$ cat config.mk
export PLATFORM = sky130hd
export DESIGN_NAME = char_pixel_serialiser_flat
export DESIGN_NICKNAME = d
export VERILOG_FILES = /design/src/rtl/char_pixel_serialiser_if.sv /design/src/rtl/char_pixel_serialiser.sv /design/src/flat_wrapper.sv
export SDC_FILE = /design/constraint.sdc
export NUM_CORES = 1
export LEC_CHECK = 0
export BUFFER_PORTS_ARGS = -buffer_cell sky130_fd_sc_hd__buf_4
export CELL_PAD_IN_SITES_DETAIL_PLACEMENT = 1
export CELL_PAD_IN_SITES_GLOBAL_PLACEMENT = 1
export CORE_UTILIZATION = 44
export CTS_CLUSTER_DIAMETER = 150
export DETAILED_ROUTE_END_ITERATION = 8
export MAX_ROUTING_LAYER = met4
export PLACE_DENSITY = 0.78
export SETUP_SLACK_MARGIN = 0.05
export SLEW_MARGIN = 20
export SYNTH_ARGS = -nofsm -noshare
export SYNTH_HDL_FRONTEND = slang
export SYNTH_SLANG_ARGS = --single-unit
$ cat constraint.sdc
create_clock -name clock_i -period 3.1 [get_ports clock_i]
set_clock_uncertainty 0.1 [all_clocks]
set_input_delay 0.465 -clock clock_i [delete_from_list [all_inputs] [get_ports clock_i]]
set_output_delay 0.465 -clock clock_i [all_outputs]
set_load 0.02 [all_outputs]
$ cat src/rtl/char_pixel_serialiser_if.sv
// char_pixel_serialiser_if
//   Bundles the character-cell handshake (cell in) and the pixel stream (pixel out)
//   of the character pixel serialiser.
//   slave  modport: used by the serialiser (consumes cells, produces pixels).
//   master modport: used by whoever feeds cells and watches the pixel stream.
//   Signals:
//     mode8_i        1 = 8-pixel characters, 0 = 9-pixel characters
//     valid_i        character cell offered
//     ready_o        cell accepted when valid_i & ready_o at the rising edge
//     glyph_i        glyph row, bit 7 = leftmost pixel
//     fg_i / bg_i    foreground / background colour indices
//     dup9_i         9th pixel repeats glyph bit 0 (line graphics)
//     cursor_i       swap fg/bg for this cell
//     pixel_o        current pixel colour index (registered)
//     pixel_valid_o  pixel_o valid this cycle
//     char_start_o   high on pixel 0 of each character
//     underrun_o     one-cycle pulse: character ended with no next cell held
interface char_pixel_serialiser_if #(
  parameter int COLOUR_W = 4
);
  logic                mode8_i;
  logic                valid_i;
  logic                ready_o;
  logic [7:0]          glyph_i;
  logic [COLOUR_W-1:0] fg_i;
  logic [COLOUR_W-1:0] bg_i;
  logic                dup9_i;
  logic                cursor_i;
  logic [COLOUR_W-1:0] pixel_o;
  logic                pixel_valid_o;
  logic                char_start_o;
  logic                underrun_o;

  modport slave (
    input  mode8_i, valid_i, glyph_i, fg_i, bg_i, dup9_i, cursor_i,
    output ready_o, pixel_o, pixel_valid_o, char_start_o, underrun_o
  );

  modport master (
    output mode8_i, valid_i, glyph_i, fg_i, bg_i, dup9_i, cursor_i,
    input  ready_o, pixel_o, pixel_valid_o, char_start_o, underrun_o
  );
endinterface

$ cat src/rtl/char_pixel_serialiser.sv
// char_pixel_serialiser
//   Consumer end of the VGA character-clock scheme. Accepts one text-mode character
//   cell per character period over valid/ready and emits one colour index per pixel
//   clock, 8 or 9 pixels per character. A one-entry hold register sits in front of
//   the pixel shifter so a continuous stream runs without bubbles.
//   Ports:
//     clock_i  pixel clock (only clock)
//     reset_i  synchronous, active-high reset
//     cell_if  slave side of char_pixel_serialiser_if (cell handshake + pixel stream)
module char_pixel_serialiser #(
  parameter int COLOUR_W = 4
) (
  input  logic                    clock_i,
  input  logic                    reset_i,
  char_pixel_serialiser_if.slave  cell_if
);

  typedef enum logic {
    IDLE  = 1'b0,
    SHIFT = 1'b1
  } state_t;

  state_t state, state_next;

  // Hold register: the next cell waiting for the shifter
  logic                hold_valid;
  logic [7:0]          hold_glyph;
  logic [COLOUR_W-1:0] hold_fg;
  logic [COLOUR_W-1:0] hold_bg;
  logic                hold_dup9;
  logic                hold_cursor;

  // Shifter: the character currently being drawn
  logic [7:0]          pattern;
  logic [COLOUR_W-1:0] fg_s;
  logic [COLOUR_W-1:0] bg_s;
  logic                dup9_s;
  logic [3:0]          last_idx;
  logic [3:0]          cnt;
  logic [3:0]          next_cnt;

  // Registered outputs
  logic [COLOUR_W-1:0] pixel_q;
  logic                pixel_valid_q;
  logic                char_start_q;
  logic                underrun_q;

  logic                at_last;
  logic                load;
  logic                accept;
  logic [COLOUR_W-1:0] load_fg;
  logic [COLOUR_W-1:0] load_bg;

  // Colour of pixel idx of a character. Pixels 0..7 map glyph bits 7..0
  // (7-k equals the bitwise inverse of k in three bits); pixel 8 is either a copy
  // of bit 0 (line graphics) or plain background.
  function automatic logic [COLOUR_W-1:0] pixel_colour(
    input logic [7:0]          pat,
    input logic [3:0]          idx,
    input logic                dup9,
    input logic [COLOUR_W-1:0] fg,
    input logic [COLOUR_W-1:0] bg
  );
    logic bit_on;
    if (idx < 4'd8) begin
      bit_on = pat[~idx[2:0]];
    end else begin
      bit_on = dup9 & pat[0];
    end
    return bit_on ? fg : bg;
  endfunction

  // Load happens when a cell is held and the shifter is either idle or on its last
  // pixel, so the next character follows the current one without a gap.
  always_comb begin
    state_next = state;
    at_last    = (state == SHIFT) && (cnt == last_idx);
    load       = hold_valid && ((state == IDLE) || at_last);
    if (load) begin
      state_next = SHIFT;
    end else if (at_last) begin
      state_next = IDLE;
    end
  end

  // The hold slot frees up in the same cycle it is loaded, allowing load+accept together
  assign cell_if.ready_o = ~hold_valid | load;
  assign accept          = cell_if.valid_i & cell_if.ready_o;

  // Cursor inverts the cell by swapping its colours as it enters the shifter
  assign load_fg  = hold_cursor ? hold_bg : hold_fg;
  assign load_bg  = hold_cursor ? hold_fg : hold_bg;
  assign next_cnt = cnt + 4'd1;

  // State register
  always_ff @(posedge clock_i) begin
    if (reset_i) begin
      state <= IDLE;
    end else begin
      state <= state_next;
    end
  end

  // Hold register: capture on accept, release on load; accept wins when both happen
  always_ff @(posedge clock_i) begin
    if (reset_i) begin
      hold_valid  <= 1'b0;
      hold_glyph  <= '0;
      hold_fg     <= '0;
      hold_bg     <= '0;
      hold_dup9   <= 1'b0;
      hold_cursor <= 1'b0;
    end else if (accept) begin
      hold_valid  <= 1'b1;
      hold_glyph  <= cell_if.glyph_i;
      hold_fg     <= cell_if.fg_i;
      hold_bg     <= cell_if.bg_i;
      hold_dup9   <= cell_if.dup9_i;
      hold_cursor <= cell_if.cursor_i;
    end else if (load) begin
      hold_valid  <= 1'b0;
    end
  end

  // Shifter and registered pixel outputs. Character width is fixed at load so a
  // mid-character change of mode8_i only affects the next character.
  always_ff @(posedge clock_i) begin
    if (reset_i) begin
      pattern       <= '0;
      fg_s          <= '0;
      bg_s          <= '0;
      dup9_s        <= 1'b0;
      last_idx      <= '0;
      cnt           <= '0;
      pixel_q       <= '0;
      pixel_valid_q <= 1'b0;
      char_start_q  <= 1'b0;
      underrun_q    <= 1'b0;
    end else begin
      char_start_q <= 1'b0;
      underrun_q   <= 1'b0;
      if (load) begin
        pattern       <= hold_glyph;
        fg_s          <= load_fg;
        bg_s          <= load_bg;
        dup9_s        <= hold_dup9;
        cnt           <= 4'd0;
        last_idx      <= cell_if.mode8_i ? 4'd7 : 4'd8;
        char_start_q  <= 1'b1;
        pixel_valid_q <= 1'b1;
        pixel_q       <= pixel_colour(hold_glyph, 4'd0, hold_dup9, load_fg, load_bg);
      end else if ((state == SHIFT) && (cnt != last_idx)) begin
        cnt     <= next_cnt;
        pixel_q <= pixel_colour(pattern, next_cnt, dup9_s, fg_s, bg_s);
      end else if (at_last) begin
        pixel_valid_q <= 1'b0;
        pixel_q       <= '0;
        underrun_q    <= 1'b1;
      end
    end
  end

  assign cell_if.pixel_o       = pixel_q;
  assign cell_if.pixel_valid_o = pixel_valid_q;
  assign cell_if.char_start_o  = char_start_q;
  assign cell_if.underrun_o    = underrun_q;

endmodule

$ cat src/flat_wrapper.sv
// flat-port wrapper written by rule: the top's interface ports become plain ports
module char_pixel_serialiser_flat 
#(
  parameter int COLOUR_W = 4
)
  (clock_i, reset_i, cell_if_mode8_i, cell_if_valid_i, cell_if_glyph_i, cell_if_fg_i, cell_if_bg_i, cell_if_dup9_i, cell_if_cursor_i, cell_if_ready_o, cell_if_pixel_o, cell_if_pixel_valid_o, cell_if_char_start_o, cell_if_underrun_o);
  char_pixel_serialiser_if #(.COLOUR_W(COLOUR_W)) cell_if_i ();
  input  logic clock_i;
  input  logic reset_i;
  input wire logic [$bits(cell_if_i.mode8_i)-1:0] cell_if_mode8_i;
  input wire logic [$bits(cell_if_i.valid_i)-1:0] cell_if_valid_i;
  input wire logic [$bits(cell_if_i.glyph_i)-1:0] cell_if_glyph_i;
  input wire logic [$bits(cell_if_i.fg_i)-1:0] cell_if_fg_i;
  input wire logic [$bits(cell_if_i.bg_i)-1:0] cell_if_bg_i;
  input wire logic [$bits(cell_if_i.dup9_i)-1:0] cell_if_dup9_i;
  input wire logic [$bits(cell_if_i.cursor_i)-1:0] cell_if_cursor_i;
  output wire logic [$bits(cell_if_i.ready_o)-1:0] cell_if_ready_o;
  output wire logic [$bits(cell_if_i.pixel_o)-1:0] cell_if_pixel_o;
  output wire logic [$bits(cell_if_i.pixel_valid_o)-1:0] cell_if_pixel_valid_o;
  output wire logic [$bits(cell_if_i.char_start_o)-1:0] cell_if_char_start_o;
  output wire logic [$bits(cell_if_i.underrun_o)-1:0] cell_if_underrun_o;
  assign cell_if_i.mode8_i = cell_if_mode8_i;
  assign cell_if_i.valid_i = cell_if_valid_i;
  assign cell_if_i.glyph_i = cell_if_glyph_i;
  assign cell_if_i.fg_i = cell_if_fg_i;
  assign cell_if_i.bg_i = cell_if_bg_i;
  assign cell_if_i.dup9_i = cell_if_dup9_i;
  assign cell_if_i.cursor_i = cell_if_cursor_i;
  assign cell_if_ready_o = cell_if_i.ready_o;
  assign cell_if_pixel_o = cell_if_i.pixel_o;
  assign cell_if_pixel_valid_o = cell_if_i.pixel_valid_o;
  assign cell_if_char_start_o = cell_if_i.char_start_o;
  assign cell_if_underrun_o = cell_if_i.underrun_o;
  char_pixel_serialiser #(.COLOUR_W(COLOUR_W)) u_core (.clock_i(clock_i), .reset_i(reset_i), .cell_if(cell_if_i));
endmodule
==> results of run 1 <==
## sequential cells by signal, indices dropped and copies added, names as in the netlist
| name | cells |
|---|---|
| u_core.cell_if.char_start_o | 1 |
| u_core.pattern | 8 |
| u_core.hold_glyph | 8 |
| u_core.bg_s | 4 |
| u_core.fg_s | 4 |
| u_core.cnt | 4 |
| u_core.last_idx | 2 |
| u_core.dup9_s | 1 |
| u_core.hold_cursor | 1 |
| u_core.hold_valid | 1 |
| u_core.cell_if.underrun_o | 1 |
| u_core.hold_bg | 4 |
| u_core.cell_if.pixel_o | 4 |
| u_core.hold_dup9 | 1 |
| u_core.hold_fg | 4 |
| u_core.cell_if.pixel_valid_o | 1 |
## cells by family (layout without fill, tap and decap cells)
logic type	count (synthesis)	in the layout	share of synthesized area
adders and majority gates	1	1	0.00608
AOI/OAI and AO/OA	36	36	0.141
DFF	49	49	0.477
buffers and inverters	15	41	0.0414
and+or+nand+nor	48	48	0.124
xor gates and xnor gates	7	7	0.0298
muxes	34	34	0.181
## metal layers
metal	vias up	part of all wire
met1	745	0.46
li1	743	-
met3	9	0.037
met4	0	0.018
met2	35	0.48
met5	-	0
## cells in the final DEF (no fill, tap or decap), types with 2 or more instances in the layout
| master | n |
|---|---|
| dfxtp_1 | 49 |
| mux2i_1 | 31 |
| buf_4 | 30 |
| nor2_1 | 25 |
| a22o_1 | 9 |
| o2bb2ai_1 | 8 |
| clkbuf_8 | 6 |
| a21oi_1 | 5 |
| xnor2_1 | 4 |
| nand2_1 | 4 |
| a32oi_1 | 4 |
| nand4b_1 | 4 |
| inv_1 | 3 |
| xor2_1 | 3 |
| nand3_1 | 3 |
| nand3b_1 | 3 |
| o221ai_1 | 3 |
| or3_1 | 2 |
| o21ai_0 | 2 |
## report_power, final
group / internal [W] / switching, W
Combinational: 0.0000618 / 0.0000637
Sequential: 0.000656 / 0.0000245
Clock: 0.000177 / 0.000202
Total: 0.000894 / 0.000290
## stage by stage
stage	hold slack, ns	setup WS [ns]
floorplan	0.324	0.832
global placement	0.347	0.757
detailed placement	0.351	0.610
CTS	0.299	0.595
global route	0.303	0.494
finish	0.301	0.609
## Yosys cell counts (all sizes together) (2+ instances only)
library cell	instances	area, um2
clkbuf	2	7.51
a32oi	4	35.0
or3	2	12.5
inv	3	11.3
a22o	9	78.8
nor2	25	93.8
nand4b	4	35.0
o221ai	3	26.3
xnor2	4	35.0
nand2	5	21.3
o2bb2ai	8	70.1
xor2	3	26.3
nand3	3	15.0
mux4	2	48.8
buf	8	51.3
o21ai	3	18.8
a21oi	6	33.8
dfxtp	49	981
mux2i	32	324
nand3b	3	22.5
## tightest hold or removal path: stages
cell and delay, ns:
buf_4 0.07, mux2i_1 0.06, nor2_1 0.07
## how the worst max path moves through the flow
stage | start | to | slack, ns
5_1_grt | u_core.cnt[0]$_SDFFE_PP0P_ | u_core.cell_if.pixel_o[3]$_SDFFE_PP0P_ | 0.49
3_3_place_gp | u_core.cnt[0]$_SDFFE_PP0P_ | u_core.cell_if.pixel_o[3]$_SDFFE_PP0P_ | 0.76
6_report | u_core.cnt[0]$_SDFFE_PP0P_ | u_core.cell_if.pixel_o[3]$_SDFFE_PP0P_ | 0.61
3_5_place_dp | u_core.cnt[0]$_SDFFE_PP0P_ | u_core.cell_if.pixel_o[3]$_SDFFE_PP0P_ | 0.61
4_1_cts | u_core.cnt[0]$_SDFFE_PP0P_ | u_core.cell_if.pixel_o[3]$_SDFFE_PP0P_ | 0.59
2_1_floorplan | u_core.cnt[0]$_SDFFE_PP0P_ | u_core.cell_if.pixel_o[3]$_SDFFE_PP0P_ | 0.83
## layout make-up
| cell class | count | area [um2] | share of cell area |
|---|---|---|---|
| timing repair buffer | 30 | 225 | 0.0948 |
| multi-input combinational | 126 | 997 | 0.420 |
| tap | 52 | 65.1 | 0.0274 |
| clock inverter | 1 | 7.51 | 0.00316 |
| sequential | 49 | 981 | 0.413 |
| inverter | 4 | 16.3 | 0.00685 |
| clock buffer | 6 | 82.6 | 0.0348 |
==> results.yml, run 1 <==
synthesis:
  yosys.cell_types.count: 39
  syn_nets: 213
  synth_area_um2: 2060
  yosys_warnings: 0
  ys_seq_elements: 49
  avgSynthCellArea_um2: 10.8
  ys_seq_area_frac: 0.477
  synthFlopType: "dfxtp_1"
  synthCells: 190
  synthArstFlopShare: 0
  synth_edf_count: 0
route:
  ant_nets: 0
  dr.pass1.iters: 4
  routed_wirelength_um: 4540
  num_vias: 1532
  vias_per_cell: 5.72
  drc: 0
  routedWlPerCell_um: 16.9
  drt-initial-drc-count: 71
critical_path:
  worst-setup-path-type: "register to register"
  crit_path_cell_trace: "ha_1, mux4_1, mux2i_1, mux2i_2, or4b_1, o211ai_2"
  crit_slowest_cell: "mux4_1"
  r2r_start: "u_core.cnt[0]$_SDFFE_PP0P_"
  r2r-end: "u_core.cell_if.pixel_o[3]$_SDFFE_PP0P_"
  crit_path_max_incr_delay_ns: 0.58
  crit_family: "multiplexers"
  r2r_slack_ns: 0.61
  arrival_ns: 2.62
  critPathRequiredTime_ns: 3.23
  reg2regPathDepth: 6
  crit_fanout: 8
  cp-start-kind: "register"
  cp.depth: 6
  critPathBufInv: 0
  cp-end-kind: "register"
floorplan:
  start_util: 0.466
  die_w_um: 70.4
  dieHeight_um: 70.4
  core_um2: 4410
  row_count: 24
  die_area_um2: 4950
  top_level_ports: 30
placement:
  gp_congestion: 0.800
  buffer_ports.inserted: 29
  dp_cells: 261
  dp_hpwl_um: 3240
  dpl_cell_area_um2: 2280
hold_path:
  hold_depth: 3
  hp-class: "input port to register"
  hold_path_end: "u_core.hold_bg[3]$_SDFFE_PP0P_"
  hold_path.startpoint: "cell_if_bg_i[3]"
sta:
  rsz0062_at_grt: "false"
  hold_viol: 0
  final_max_slew_viol_count: 0
  min_period_ns: 2.49
  tightest_slew_ns: 0.891
  setup_viol: 0
  period_share: 0.803
  max_slew_margin: 0.406
  setup_tns_ns: 0
  max_freq_ghz: 0.402
global_route:
  grt_pass1_vias: 1556
  antenna_found_initial: 0
  grt_max_degree: 38
  grt_busiest_layer: "met2"
  grt_pass1_wl_um: 7710
  met2_usage: 0.315
  grt_overflow: 0
  track_usage: 0.204
  grt_use_met3: 0.0462
  grtUsageMet1: 0.266
power_and_ir_drop:
  power_leakage_nw: 0.953
  power_w: 0.00118
  p_per_area_nw_per_um2: 499
  irDropWorstVdd_v: 0.000256
finish:
  design_area_um2: 2370
  diodes: 0
  final_nets: 239
  stdcell_count: 268
  area_growth_pct: 15.5
  drive_above_1_share: 0.227
  fill_cells: 481
  fin_util: 0.538
clock_tree:
  cts_inserted_buffers: 5
  postCtsResizedCells: 0
  clk_latency_ns: 0.29
  holdBufCountCts: 0
  cts.htree.levels: 2
  clk_path_buf_depth: 2
  clock-root-buffer: "clkbuf_8"
  cts_tree: "done"
  cts_sinks: 49
  post_cts.repair.setup_buffers: 0
  path_clk_slew_ns: 0.09
run:
  cap_violations: 0
status:
  outcome: "completed"
Note: power is estimated with default switching activity, not from simulation.
==> run 2, diff against run 1 <==
- ABC_AREA: not set -> 1
- CORE_UTILIZATION: 44 -> 41
- PLACE_DENSITY: 0.78 -> 0.77
- clock period: 3.1 -> 2.44 ns (I/O delays scaled with it)
==> results.yml, run 2 <==
global_route:
  grt_use_met3: 0.0407
  grt_max_degree: 21
  grt_pass1_wl_um: 8810
  track_usage: 0.196
  grt_pass1_vias: 1863
  grt_busiest_layer: "met2"
  grtUsageMet1: 0.244
  grt_overflow: 0
  met2_usage: 0.325
  antenna_found_initial: 0
synthesis:
  yosys.cell_types.count: 30
  synth_area_leaders: "dfxtp_1 (44%), nand2_1 (6.2%), nor2_1 (6.0%)"
  ys_seq_area_frac: 0.437
  synth_top_cell_by_area: "dfxtp_1"
  yosys_warnings: 0
  ys_seq_elements: 49
  synthArstFlopShare: 0
  syn_nets: 315
  synthFlopType: "dfxtp_1"
  synth_most_common_cell: "dfxtp_1"
  synth_common_cells: "dfxtp_1 (49), nand2_1 (37), nor2_1 (36)"
  synth_area_um2: 2240
  avgSynthCellArea_um2: 7.69
  synthCells: 292
  synth_edf_count: 0
  netlist.area_leader.share: 0.437
finish:
  fill_cells: 672
  area_growth_pct: 15.0
  final_nets: 340
  final_cell_mix: "dfxtp_1 (49), nand2_1 (37), nor2_1 (36)"
  diodes: 0
  top_regs: "u_core.hold_glyph: 8 flops, u_core.pattern: 8 flops"
  layout_commonest_cell: "dfxtp_1"
  drive_above_1_share: 0.255
  fin_util: 0.496
power_and_ir_drop:
  p_clk_frac: 0.351
  p_comb_frac: 0.134
  p_int_w: 0.00127
  power_leakage_nw: 1.13
  pwr-share-seq: 0.515
  irDropWorstVdd_v: 0.000356
  power_w: 0.00170
  p_per_area_nw_per_um2: 657
  power.switching_w: 0.000427
  switching_share: 0.252
floorplan:
  die_area_um2: 5770
  start_util: 0.431
  core_um2: 5200
  top_level_ports: 30
  die_w_um: 76.0
  dieHeight_um: 76.0
  row_count: 26
sta:
  period_share: 0.897
  hold_viol: 0
  setup_viol: 0
  fin_ws_ns: 0.250
  max_slew_margin: 0.666
  rsz0062_at_grt: "false"
  whs_ns: 0.156
  max_freq_ghz: 0.457
  final_max_slew_viol_count: 0
  tightest_slew_ns: 0.500
  min_period_ns: 2.19
  setup_tns_ns: 0
clock_tree:
  post_cts.repair.setup_buffers: 0
  clk_latency_ns: 0.29
  cts_sinks: 49
  cts_inserted_buffers: 5
  holdBufCountCts: 0
  cts.htree.levels: 2
  path_clk_slew_ns: 0.09
  cts_tree: "done"
  clk_path_buf_depth: 2
  postCtsResizedCells: 0
  clock-root-buffer: "clkbuf_8"
route:
  drt-initial-drc-count: 75
  num_vias: 1917
  vias_per_cell: 4.94
  drc: 0
  routed_wirelength_um: 4940
  dr.pass1.iters: 4
  ant_nets: 0
  routedWlPerCell_um: 12.7
hold_path:
  hold_path.startpoint: "cell_if_mode8_i"
  hp-class: "input port to register"
critical_path:
  worst-setup-path-type: "register to output port"
  critPathRequiredTime_ns: 1.97
  crit_path_max_incr_delay_ns: 0.56
  startpoint: "u_core.cnt[0]$_SDFFE_PP0P_"
  crit_path_cell_trace: "inv_4, nand3b_1, o21ai_2, nand2_2, nand2_4, inv_4, nand2_4, buf_4"
  r2r_start: "u_core.cnt[0]$_SDFFE_PP0P_"
  cp-start-kind: "register"
  crit_fanout: 11
  critPathBufInv: 3
  crit_family: "flip-flops"
  cp-end-kind: "output port"
  arrival_ns: 1.72
  crit_slowest_cell: "dfxtp_1"
placement:
  buffer_ports.inserted: 29
  dp_hpwl_um: 3770
  post-place-ws_ns: 0.328
  gp_congestion: 0.780
run:
  cap_violations: 0
status:
  outcome: "completed"
run 2: power groups by stage:
stage | Combinational [W] | Sequential [W] | Clock [W]
finish | 0.000227 | 0.000873 | 0.000595
floorplan | 0.000157 | 0.000892 | 0
global placement | 0.000224 | 0.000891 | 0
CTS | 0.000231 | 0.000874 | 0.000608
detailed placement | 0.000230 | 0.000893 | 0
global route | 0.000257 | 0.000881 | 0.000647
run 2: cell type report:
cell class	count	area, um2	share of cell area
clock buffers	7	86.3	0.0334
clock inverters	1	30.0	0.0116
well taps	70	87.6	0.0339
flip-flops and latches	49	981	0.380
inverters	38	159	0.0616
repair buffers	31	245	0.0950
multi-input cells	192	992	0.384
run 2: worst register-to-register path, stage by stage (launching register included):
cell	delay, ns
dfxtp_1	0.56
inv_4	0.09
nand3b_1	0.12
o21ai_2	0.06
nand2_2	0.08
nand2_4	0.12
inv_4	0.15
nand2_4	0.08
nand2_2	0.35
inv_8	0.14
nor2_1	0.12
nor2_1	0.05
run 2: final timing paths:
check | depth (start not counted) | endpoint | slack (ns)
setup reg to reg | 11 | u_core.hold_bg[1]$_SDFFE_PP0P_ | 0.32
hold reg to reg | 2 | u_core.pattern[0]$_SDFFE_PP0P_ | 0.36
hold / removal | 2 | u_core.last_idx[3]$_SDFFE_PP0P_ | 0.16
setup / recovery | 8 | cell_if_ready_o | 0.25
run 2: logic make-up (layout without fill, tap and decap cells):
logic type,after synthesis,after routing,synth area share
xor gates and xnor gates,3,3,0.0117
and+or+nand+nor,123,123,0.260
AOI/OAI and AO/OA,65,65,0.164
adders and majority gates,1,1,0.00557
buffers and inverters,51,77,0.121
DFF,49,49,0.437
run 2: stage by stage:
| stage | std cells | cell area, um2 |
|---|---|---|
| 4_1_cts | 388 | 2580 |
| 3_5_place_dp | 380 | 2460 |
| 5_1_grt | 388 | 2580 |
| 6_report | 388 | 2580 |
| 3_3_place_gp | 380 | 2460 |
| 2_1_floorplan | 292 | 2240 |
run 2: metal layers:
| layer | up-vias | part of all wire | wire, um |
|---|---|---|---|
| li1 | 986 | - | - |
| met1 | 908 | 0.47 | 2310 |
| met2 | 21 | 0.50 | 2480 |
| met3 | 2 | 0.026 | 127 |
| met4 | 0 | 0.0057 | 28 |
| met5 | - | 0 | 0 |
